<file path="src/rtl/regfile_pkg.sv">
// Shared defaults and types for the integer/FP register file slice.
// Optional write-to-read forwarding is enabled by defining REGFILE_BYPASS_EN.
package regfile_pkg;

   localparam int XLEN_DEF  = 32;
   localparam int NREG_DEF  = 32;
   localparam int NREAD_DEF = 2;

   function automatic int aw_of(input int nreg);
      return (nreg > 1) ? $clog2(nreg) : 1;
   endfunction

   localparam int AW_DEF = $clog2(NREG_DEF);

   typedef enum logic {
      BANK_INT = 1'b0,
      BANK_FP  = 1'b1
   } bank_e;

   typedef logic [AW_DEF-1:0] reg_idx_t;

endpackage

</file>
<file path="src/rtl/regfile_multi_if.sv">
// Read, jump-register, issue and writeback signals between issue/execute and
// the register file; master is the pipeline side, slave is the register file.
interface regfile_multi_if #(
   parameter int XLEN  = regfile_pkg::XLEN_DEF,
   parameter int NREG  = regfile_pkg::NREG_DEF,
   parameter int NREAD = regfile_pkg::NREAD_DEF
);
   localparam int AW = regfile_pkg::aw_of(NREG);

   logic [NREAD-1:0]      rd_fmode;
   logic [NREAD*AW-1:0]   rd_reg;
   logic [NREAD*XLEN-1:0] rd_data;
   logic [NREAD-1:0]      rd_busy;
   logic [AW-1:0]         jr_reg;
   logic [XLEN-1:0]       jr_data;
   logic                  jr_busy;
   logic                  issue_valid;
   logic                  issue_fmode;
   logic [AW-1:0]         issue_reg;
   logic                  wenable;
   logic                  wfmode;
   logic [AW-1:0]         wreg;
   logic [XLEN-1:0]       wdata;
   logic                  flush;

   modport master (
      output rd_fmode, rd_reg, jr_reg,
      output issue_valid, issue_fmode, issue_reg,
      output wenable, wfmode, wreg, wdata, flush,
      input  rd_data, rd_busy, jr_data, jr_busy
   );

   modport slave (
      input  rd_fmode, rd_reg, jr_reg,
      input  issue_valid, issue_fmode, issue_reg,
      input  wenable, wfmode, wreg, wdata, flush,
      output rd_data, rd_busy, jr_data, jr_busy
   );

endinterface

</file>
<file path="src/rtl/regfile_scoreboard.sv">
// Pending-write scoreboard: one busy bit per register in each bank, set on
// issue, cleared on writeback, wiped by flush; NLOOK combinational lookups.
module regfile_scoreboard
   import regfile_pkg::*;
#(
   parameter int NREG  = NREG_DEF,
   parameter int NLOOK = NREAD_DEF + 1,
   parameter int AW    = aw_of(NREG)
) (
   input  logic               clk,
   input  logic               rstn,
   input  logic               issue_valid_i,
   input  logic               issue_fmode_i,
   input  logic [AW-1:0]      issue_reg_i,
   input  logic               wenable_i,
   input  logic               wfmode_i,
   input  logic [AW-1:0]      wreg_i,
   input  logic               flush_i,
   input  logic [NLOOK-1:0]   lk_fmode_i,
   input  logic [NLOOK*AW-1:0] lk_reg_i,
   output logic [NLOOK-1:0]   lk_busy_o
);

   logic [1:0][NREG-1:0] busy_q, busy_d;
   logic                 wr_ok, iss_ok;

   // Integer x0 is hardwired, so it never gets a pending producer.
   assign wr_ok  = wenable_i     && ((bank_e'(wfmode_i)    == BANK_FP) || (wreg_i      != '0));
   assign iss_ok = issue_valid_i && ((bank_e'(issue_fmode_i) == BANK_FP) || (issue_reg_i != '0));

   always_comb begin
      busy_d = busy_q;
      if (wr_ok) busy_d[wfmode_i][wreg_i] = 1'b0;
      if (iss_ok) busy_d[issue_fmode_i][issue_reg_i] = 1'b1;
      if (flush_i) busy_d = '0;
   end

   always_ff @(posedge clk or negedge rstn) begin
      if (!rstn) busy_q <= '0;
      else       busy_q <= busy_d;
   end

   always_comb begin
      lk_busy_o = '0;
      for (int i = 0; i < NLOOK; i++) begin
         lk_busy_o[i] = busy_q[lk_fmode_i[i]][lk_reg_i[i*AW +: AW]];
      end
   end

endmodule

</file>
<file path="src/rtl/regfile_multi.sv">
// Integer/FP register file with NREAD read ports, a jump-register port, one
// write port and a busy scoreboard. Define REGFILE_BYPASS_EN for forwarding.
module regfile_multi
   import regfile_pkg::*;
#(
   parameter int XLEN  = XLEN_DEF,
   parameter int NREG  = NREG_DEF,
   parameter int NREAD = NREAD_DEF
) (
   input  logic           clk,
   input  logic           rstn,
   regfile_multi_if.slave bus
);

   localparam int AW = aw_of(NREG);

   logic [NREG-1:0][XLEN-1:0] int_q, int_d;
   logic [NREG-1:0][XLEN-1:0] fp_q, fp_d;
   logic [NREAD:0]            lk_fmode;
   logic [(NREAD+1)*AW-1:0]   lk_reg;
   logic [NREAD:0]            lk_busy;

   assign lk_fmode = {1'b0, bus.rd_fmode};
   assign lk_reg   = {bus.jr_reg, bus.rd_reg};

   regfile_scoreboard #(
      .NREG  (NREG),
      .NLOOK (NREAD + 1),
      .AW    (AW)
   ) u_scoreboard (
      .clk           (clk),
      .rstn          (rstn),
      .issue_valid_i (bus.issue_valid),
      .issue_fmode_i (bus.issue_fmode),
      .issue_reg_i   (bus.issue_reg),
      .wenable_i     (bus.wenable),
      .wfmode_i      (bus.wfmode),
      .wreg_i        (bus.wreg),
      .flush_i       (bus.flush),
      .lk_fmode_i    (lk_fmode),
      .lk_reg_i      (lk_reg),
      .lk_busy_o     (lk_busy)
   );

   always_comb begin
      int_d = int_q;
      fp_d  = fp_q;
      if (bus.wenable) begin
         if (bank_e'(bus.wfmode) == BANK_FP) fp_d[bus.wreg] = bus.wdata;
         else if (bus.wreg != '0)            int_d[bus.wreg] = bus.wdata;
      end
   end

   always_ff @(posedge clk or negedge rstn) begin
      if (!rstn) begin
         int_q <= '0;
         fp_q  <= '0;
      end else begin
         int_q <= int_d;
         fp_q  <= fp_d;
      end
   end

`ifdef REGFILE_BYPASS_EN
   // Gated by rstn so reset forces zero outputs even with a write on the bus.
   function automatic logic wr_hit(input logic fm, input logic [AW-1:0] idx);
      return rstn && bus.wenable && (bus.wfmode == fm) && (bus.wreg == idx) &&
             ((bank_e'(fm) == BANK_FP) || (idx != '0));
   endfunction
`endif

   always_comb begin
      bus.rd_data = '0;
      bus.rd_busy = '0;
      bus.jr_data = '0;
      bus.jr_busy = 1'b0;
      for (int i = 0; i < NREAD; i++) begin
         if (bank_e'(bus.rd_fmode[i]) == BANK_FP)
            bus.rd_data[i*XLEN +: XLEN] = fp_q[bus.rd_reg[i*AW +: AW]];
         else if (bus.rd_reg[i*AW +: AW] != '0)
            bus.rd_data[i*XLEN +: XLEN] = int_q[bus.rd_reg[i*AW +: AW]];
         bus.rd_busy[i] = lk_busy[i];
`ifdef REGFILE_BYPASS_EN
         if (wr_hit(bus.rd_fmode[i], bus.rd_reg[i*AW +: AW])) begin
            bus.rd_data[i*XLEN +: XLEN] = bus.wdata;
            bus.rd_busy[i]              = 1'b0;
         end
`endif
      end
      if (bus.jr_reg != '0) bus.jr_data = int_q[bus.jr_reg];
      bus.jr_busy = lk_busy[NREAD];
`ifdef REGFILE_BYPASS_EN
      if (wr_hit(1'b0, bus.jr_reg)) begin
         bus.jr_data = bus.wdata;
         bus.jr_busy = 1'b0;
      end
`endif
   end

endmodule

</file>
<file path="src/flat_wrapper.sv">
// flat-port wrapper written by rule: the top's interface ports become plain ports
module regfile_multi_flat import regfile_pkg::*;
#(
   parameter int XLEN  = XLEN_DEF,
   parameter int NREG  = NREG_DEF,
   parameter int NREAD = NREAD_DEF
)
  (clk, rstn, bus_rd_fmode, bus_rd_reg, bus_jr_reg, bus_issue_valid, bus_issue_fmode, bus_issue_reg, bus_wenable, bus_wfmode, bus_wreg, bus_wdata, bus_flush, bus_rd_data, bus_rd_busy, bus_jr_data, bus_jr_busy);
  regfile_multi_if #(.XLEN(XLEN), .NREG(NREG), .NREAD(NREAD)) bus_i ();
  input  logic clk;
  input  logic rstn;
  input wire logic [$bits(bus_i.rd_fmode)-1:0] bus_rd_fmode;
  input wire logic [$bits(bus_i.rd_reg)-1:0] bus_rd_reg;
  input wire logic [$bits(bus_i.jr_reg)-1:0] bus_jr_reg;
  input wire logic [$bits(bus_i.issue_valid)-1:0] bus_issue_valid;
  input wire logic [$bits(bus_i.issue_fmode)-1:0] bus_issue_fmode;
  input wire logic [$bits(bus_i.issue_reg)-1:0] bus_issue_reg;
  input wire logic [$bits(bus_i.wenable)-1:0] bus_wenable;
  input wire logic [$bits(bus_i.wfmode)-1:0] bus_wfmode;
  input wire logic [$bits(bus_i.wreg)-1:0] bus_wreg;
  input wire logic [$bits(bus_i.wdata)-1:0] bus_wdata;
  input wire logic [$bits(bus_i.flush)-1:0] bus_flush;
  output wire logic [$bits(bus_i.rd_data)-1:0] bus_rd_data;
  output wire logic [$bits(bus_i.rd_busy)-1:0] bus_rd_busy;
  output wire logic [$bits(bus_i.jr_data)-1:0] bus_jr_data;
  output wire logic [$bits(bus_i.jr_busy)-1:0] bus_jr_busy;
  assign bus_i.rd_fmode = bus_rd_fmode;
  assign bus_i.rd_reg = bus_rd_reg;
  assign bus_i.jr_reg = bus_jr_reg;
  assign bus_i.issue_valid = bus_issue_valid;
  assign bus_i.issue_fmode = bus_issue_fmode;
  assign bus_i.issue_reg = bus_issue_reg;
  assign bus_i.wenable = bus_wenable;
  assign bus_i.wfmode = bus_wfmode;
  assign bus_i.wreg = bus_wreg;
  assign bus_i.wdata = bus_wdata;
  assign bus_i.flush = bus_flush;
  assign bus_rd_data = bus_i.rd_data;
  assign bus_rd_busy = bus_i.rd_busy;
  assign bus_jr_data = bus_i.jr_data;
  assign bus_jr_busy = bus_i.jr_busy;
  regfile_multi #(.XLEN(XLEN), .NREG(NREG), .NREAD(NREAD)) u_core (.clk(clk), .rstn(rstn), .bus(bus_i));
endmodule
</file>
<file path="config.mk">
export PLATFORM = sky130hd
export DESIGN_NAME = regfile_multi_flat
export DESIGN_NICKNAME = d
export VERILOG_FILES = /design/src/rtl/regfile_pkg.sv /design/src/rtl/regfile_multi_if.sv /design/src/rtl/regfile_scoreboard.sv /design/src/rtl/regfile_multi.sv /design/src/flat_wrapper.sv
export SDC_FILE = /design/constraint.sdc
export NUM_CORES = 2
export LEC_CHECK = 0
export ABC_CLOCK_PERIOD_IN_PS = 8900
export CAP_MARGIN = 15
export CORE_AREA = 2 2 451 453
export DETAILED_ROUTE_END_ITERATION = 10
export DIE_AREA = 0 0 453 455
export DONT_BUFFER_PORTS = 1
export GPL_ROUTABILITY_DRIVEN = 0
export MAX_ROUTING_LAYER = met4
export PLACE_DENSITY = 0.76
export SLEW_MARGIN = 20
export SYNTH_ARGS = -nofsm -noshare
export SYNTH_HDL_FRONTEND = slang
export SYNTH_SLANG_ARGS = --single-unit
</file>
<file path="constraint.sdc">
create_clock -name clk -period 8.9 [get_ports clk]
set_input_delay 2.67 -clock clk [delete_from_list [all_inputs] [get_ports clk]]
set_output_delay 2.67 -clock clk [all_outputs]
set_load 0.05 [all_outputs]
</file>
Word-level counts from Yosys, hierarchy flattened
Cells that the tools add are included.

Magnitude comparators: 13. Muxes and demuxes: 40. Bitwise gates (word level): 4. Reductions and logical operators: 15.

Operators by type and width (number): 1024-bit bitwise mux (2); 32-bit binary-select mux with 5-bit select (5); 32-bit two-way mux (17); 64-bit two-way mux (3); 32-bit demux with 5-bit select (1); 64-bit AND (1); 32-bit demux with 1-bit select (2); 64-bit NOT (1); 64-bit bitwise OR (1); 5-bit by 6-bit < comparator with 1-bit output, second input constant (5); 5-bit nonzero test (5); 1-bit binary-select mux with 5-bit select (3); 1-bit demux with 5-bit select (2); 5-bit by 1-bit >= comparator with 1-bit output, second input constant (2); 1-bit by 2-bit < comparator with 1-bit output, second input constant (4); 1-bit logical AND (6); 1-bit two-way mux (5); 3-bit AND reduction (1); 1-bit >= comparator, second input constant (2); 1-bit logical OR (2); 2-bit AND reduction (1); 1-bit NOT (1).

Flip-flop bits (word level): 2112. Input bits: 66. Output and inout port bits: 99.

Longest topological paths before layout
Word-level depth: 12. Mapped depth: 10. Mapped depth without buffers: 5.

Hierarchy
A second synthesis with hierarchy kept.

Cells, all modules: 8583. Area, all modules: 121853.1 µm².

Modules (own cells, without submodules): regfile_multi (instances 1, cells an instance 8145, area each 117403.8 µm²); regfile_scoreboard (instances 1, cells an instance 438, area each 4449.3 µm²).

Least setup slack after synthesis
Ideal clock, no wire load.

Kind: in2out. Start point: in bus_rd_reg[3]. End point: out bus_rd_busy[0]. Arrival: 5.404 ns. Data required time: 6.230 ns. Setup slack: 0.826 ns. Cell stages on the path: 8. Path buffers: 4. Path through: buf_2 > buf_2 > clkbuf_1 > clkbuf_1 > o221ai_1 > a21oi_1 > nor3_1 > nor4_1.

Cells in the longest elaborated chain, start to end: 2.

Ends and longest elaborated chain: from (decl) (line flat_wrapper.sv:13) `input wire logic [$bits(bus_i.rd_reg)-1:0] bus_rd_reg;`; 1-bit binary-select mux with 5-bit select (line regfile_scoreboard.sv:46) `lk_busy_o[i] = busy_q[lk_fmode_i[i]][lk_reg_i[i*AW +: AW]];`; 1-bit two-way mux (not written as such) (line regfile_scoreboard.sv:46); to (decl) (line flat_wrapper.sv:24) `output wire logic [$bits(bus_i.rd_busy)-1:0] bus_rd_busy;`.

No other way between the ends. The select of a mux whose other input is x is not followed.

Worst setup path after layout
Start point: in bus_rd_reg[0]. End point: out bus_rd_data[0].

Cells in the longest elaborated chain, start to end: 4. Elaborated cells between the ends (all ways): 7. Those cells by class: 6 x mux; 1 x reduce/logical.

Ends and longest elaborated chain: 32-bit binary-select mux with 5-bit select (line regfile_multi.sv:81) `bus.rd_data[i*XLEN +: XLEN] = int_q[bus.rd_reg[i*AW +: AW]];`; 32-bit two-way mux (not written as such) (line regfile_multi.sv:81); 32-bit two-way mux (line regfile_multi.sv:80) `else if (bus.rd_reg[i*AW +: AW] != '0)`; 32-bit two-way mux * (line regfile_multi.sv:78) `if (bank_e'(bus.rd_fmode[i]) == BANK_FP)`; to (decl) (line flat_wrapper.sv:23) `output wire logic [$bits(bus_i.rd_data)-1:0] bus_rd_data;`.

Mark *: on every way between the ends. The rest lies on a longest branch, timed or not. The select of a mux whose other input is x is not followed.

==> impl_results.md <==
- Number of port buffers: 0
- Largest cells by area after synthesis: dfrtp_1 (44%), mux4_2 (23%), mux2_2 (19%)
- Delay-heaviest family, CP: compound AO/OA/AOI/OAI gates
- Max Cap Viol: 0
- Layout cells sized above 1: 50.5%
- Syn nets: 8263
- Most numerous cell in the Yosys netlist: dfrtp_1
- Initial Util: 59.8%
- Routing usage on met2: 56.1%
- Critical path origin: bus_rd_reg[0]
- Clock sink count: 2112
- Largest net degree at the start of global routing: 580
- Distinct cells, synth: 54
- Cell area after layout: 0.130 mm2
- Total grt overflow: 0
- Critical-path maximum fanout: 58
- Min-Delay Path Depth: 0
- Slowest cell on crit path: a31oi_1
- Primary FF master, synth: dfrtp_1
- I/O Pins: 165
- Avg WL per Cell: 38.0 um
- EDFF count, synth: 0
- Die footprint: 0.206 mm2
- CTS Hold Bufs: 0
- DP Area: 0.122 mm2
- FF+latch count, synth: 2112
- Final Util: 64.7%
- Number of vias per cell: 7.78
- Met3 usage: 12.5%
- DRC: 0
- Power after layout: 0.0261 W
- Unrepaired setup endpoints after global routing: false
- First DRT Iteration DRCs: 11700
- Worst Path Buf+Inv: 3
- Post-Syn Area: 0.120 mm2
- PwrDens: 200 mW/mm2
- Violated checks: max-slew violations, negative setup slack
- First-pass GRT wire length: 572 mm
- Final setup vio count: 1
- Clk_skew: 0 ns
- Final min period: 8.90 ns
- GR Util met1: 49.7%
- Gr usage total: 39.4%
- Critical path type: primary input to output port
- Die X: 453 um
- Largest area contributor in the netlist: dfrtp_1
- Fmax: 112 MHz
- FF/Latch Area: 0.0529 mm2
- Routed WL: 401 mm
- Sequential area share after synthesis: 43.9%
- Root Driver: clkbuf_16
- Synth Instances: 8197
- Period utilization: 100%
- Clock transition at path regs: 0.07 ns
- Worst hold margin: 0.417 ns
- Synth-to-Final Area Change: 8.19%
- Std-Cell Rows: 165
- DRT Pass-1 Iters: 6
- H-Tree Depth: 4
- Final hold violation count: 0
- Final Max Tran Viols: 61
- R2R depth: 1
- GRT busiest layer: met2
- Post-detail-place hpwl: 214 mm
- Hold Startpoint: u_core.int_q[30]
- Worst path cell trace: buf_16, buf_16, buf_16, nor2_4, a211o_1, a31oi_1, or4_1
- Crit path launch type: primary input
- CP Data Arrival Time: 6.23 ns
- Post-synth top cells: dfrtp_1 (2112), mux2_2 (2023), mux4_2 (1222), clkbuf_1 (546), a22oi_1 (379)
- Final #Nets: 7736
- Die height: 455 um
- Max transition margin: -5.94%
- Core footprint: 0.201 mm2
- Yosys warnings: 0
- TritonCTS clock tree: built
- HP Class: flop to flop
- Ys async rst share: 100%
- Filler cells: 13800
- Synth top area share: 43.9%
- Vias in the first global route: 82100
- RR Startpoint: u_core.int_q[551]
- Status: finished with violations
- Routed via count: 82100
- Clk_lat worst skew: 0.86 ns
- CTS Buf Count: 215
- Worst Tran Pin Value: 1.59 ns
- Multi-input logic area: 0.0636 mm2
- Worst setup margin: -0.00345 ns
- Final ANT Viol Nets: 0
- CTS Buffer Depth: 3
- WP depth: 7
- CP required: 6.23 ns
- Most common cell on crit path: buf_16
- Max incr delay on CP: 0.75 ns
- P_leak: 56.0 nW
- Max VDD drop: 227 uV
- Initial antenna violation count: 26
- Crit path capture type: output port
- Synth Area per Inst: 14.7 um2
[cell usage in the layout, fill, tap and decap left out, types with 58 or more instances in the layout]
| cell | count |
|---|---|
| dfrtp_1 | 2112 |
| a21oi_1 | 189 |
| o21ai_0 | 106 |
| mux4_2 | 1222 |
| o22ai_1 | 83 |
| a22oi_1 | 379 |
| clkbuf_8 | 60 |
| clkbuf_16 | 233 |
| nand3_1 | 73 |
| nand2_1 | 124 |
| mux2i_1 | 356 |
| mux2_2 | 2023 |
| nor2_1 | 67 |
| buf_4 | 162 |
| o221ai_1 | 58 |
[final cells by class]
class	count	area share (%)
Antenna cell	21	0.0404
Clock buffer	326	4.96
Clock inverter	75	0.657
Inverter	36	0.104
Multi-Input combinational cell	5078	48.9
Sequential cell	2112	40.6
Tap cell	2672	2.57
Timing Repair Buffer	227	2.18
[timing repair]
| action | in CTS | in global routing |
|---|---|---|
| endpoints found under the setup margin | 0 | 50 |
| gates resized for setup | 0 | 7 |
| setup buffers | 0 | 2 |
[logic make-up after synthesis]
kind of cell | synth area share [%]
AO/OA/AOI/OAI | 5.49
flip-flops | 43.9
multiplexers | 44.8
AND/OR/NAND/NOR | 2.07
buffers and inverters | 3.75
[power by group]
group | leakage (nW) | switching [W] | internal (W)
Clock | 3.63 | 0.00404 | 0.00546
Combinational | 24.2 | 0.00206 | 0.00265
Sequential | 28.1 | 0.00106 | 0.0108
[per-layer routing]
metal,vias to the layer above,routed length (um)
met5,-,0
met2,5979,181000
met3,1489,51200
met1,43500,142000
met4,0,27600
li1,31200,-
[stage by stage]
step / setup TNS, ns / cells / setup WS (ns)
after floorplan: 0 / 8197 / 0.826
after global placement: 0 / 10100 / 0.719
after detailed placement: 0 / 10100 / 0.713
after CTS: 0 / 10500 / 0.686
after global routing: 0 / 10500 / 0.0284
final: -0.00345 / 10500 / -0.00345
[state kept, by name, summed over array words and instances (netlist names)]
signal / cells
u_core.fp_q: 1024
u_core.u_scoreboard.busy_q: 64
u_core.int_q: 1024
[worst paths after layout]
| kind | to | slack [ns] |
|---|---|---|
| worst max-delay path | bus_rd_data[0] | -0.003 |
| worst min-delay path | u_core.int_q[30] | 0.42 |
| worst max register to register | u_core.int_q[551] | 8.06 |
| worst min register to register | u_core.int_q[30] | 0.42 |
| max in group asynchronous | u_core.fp_q[239] | 3.64 |
| min in group asynchronous | u_core.int_q[220] | 1.49 |
No activity file was read; power rests on OpenSTA's default activity.
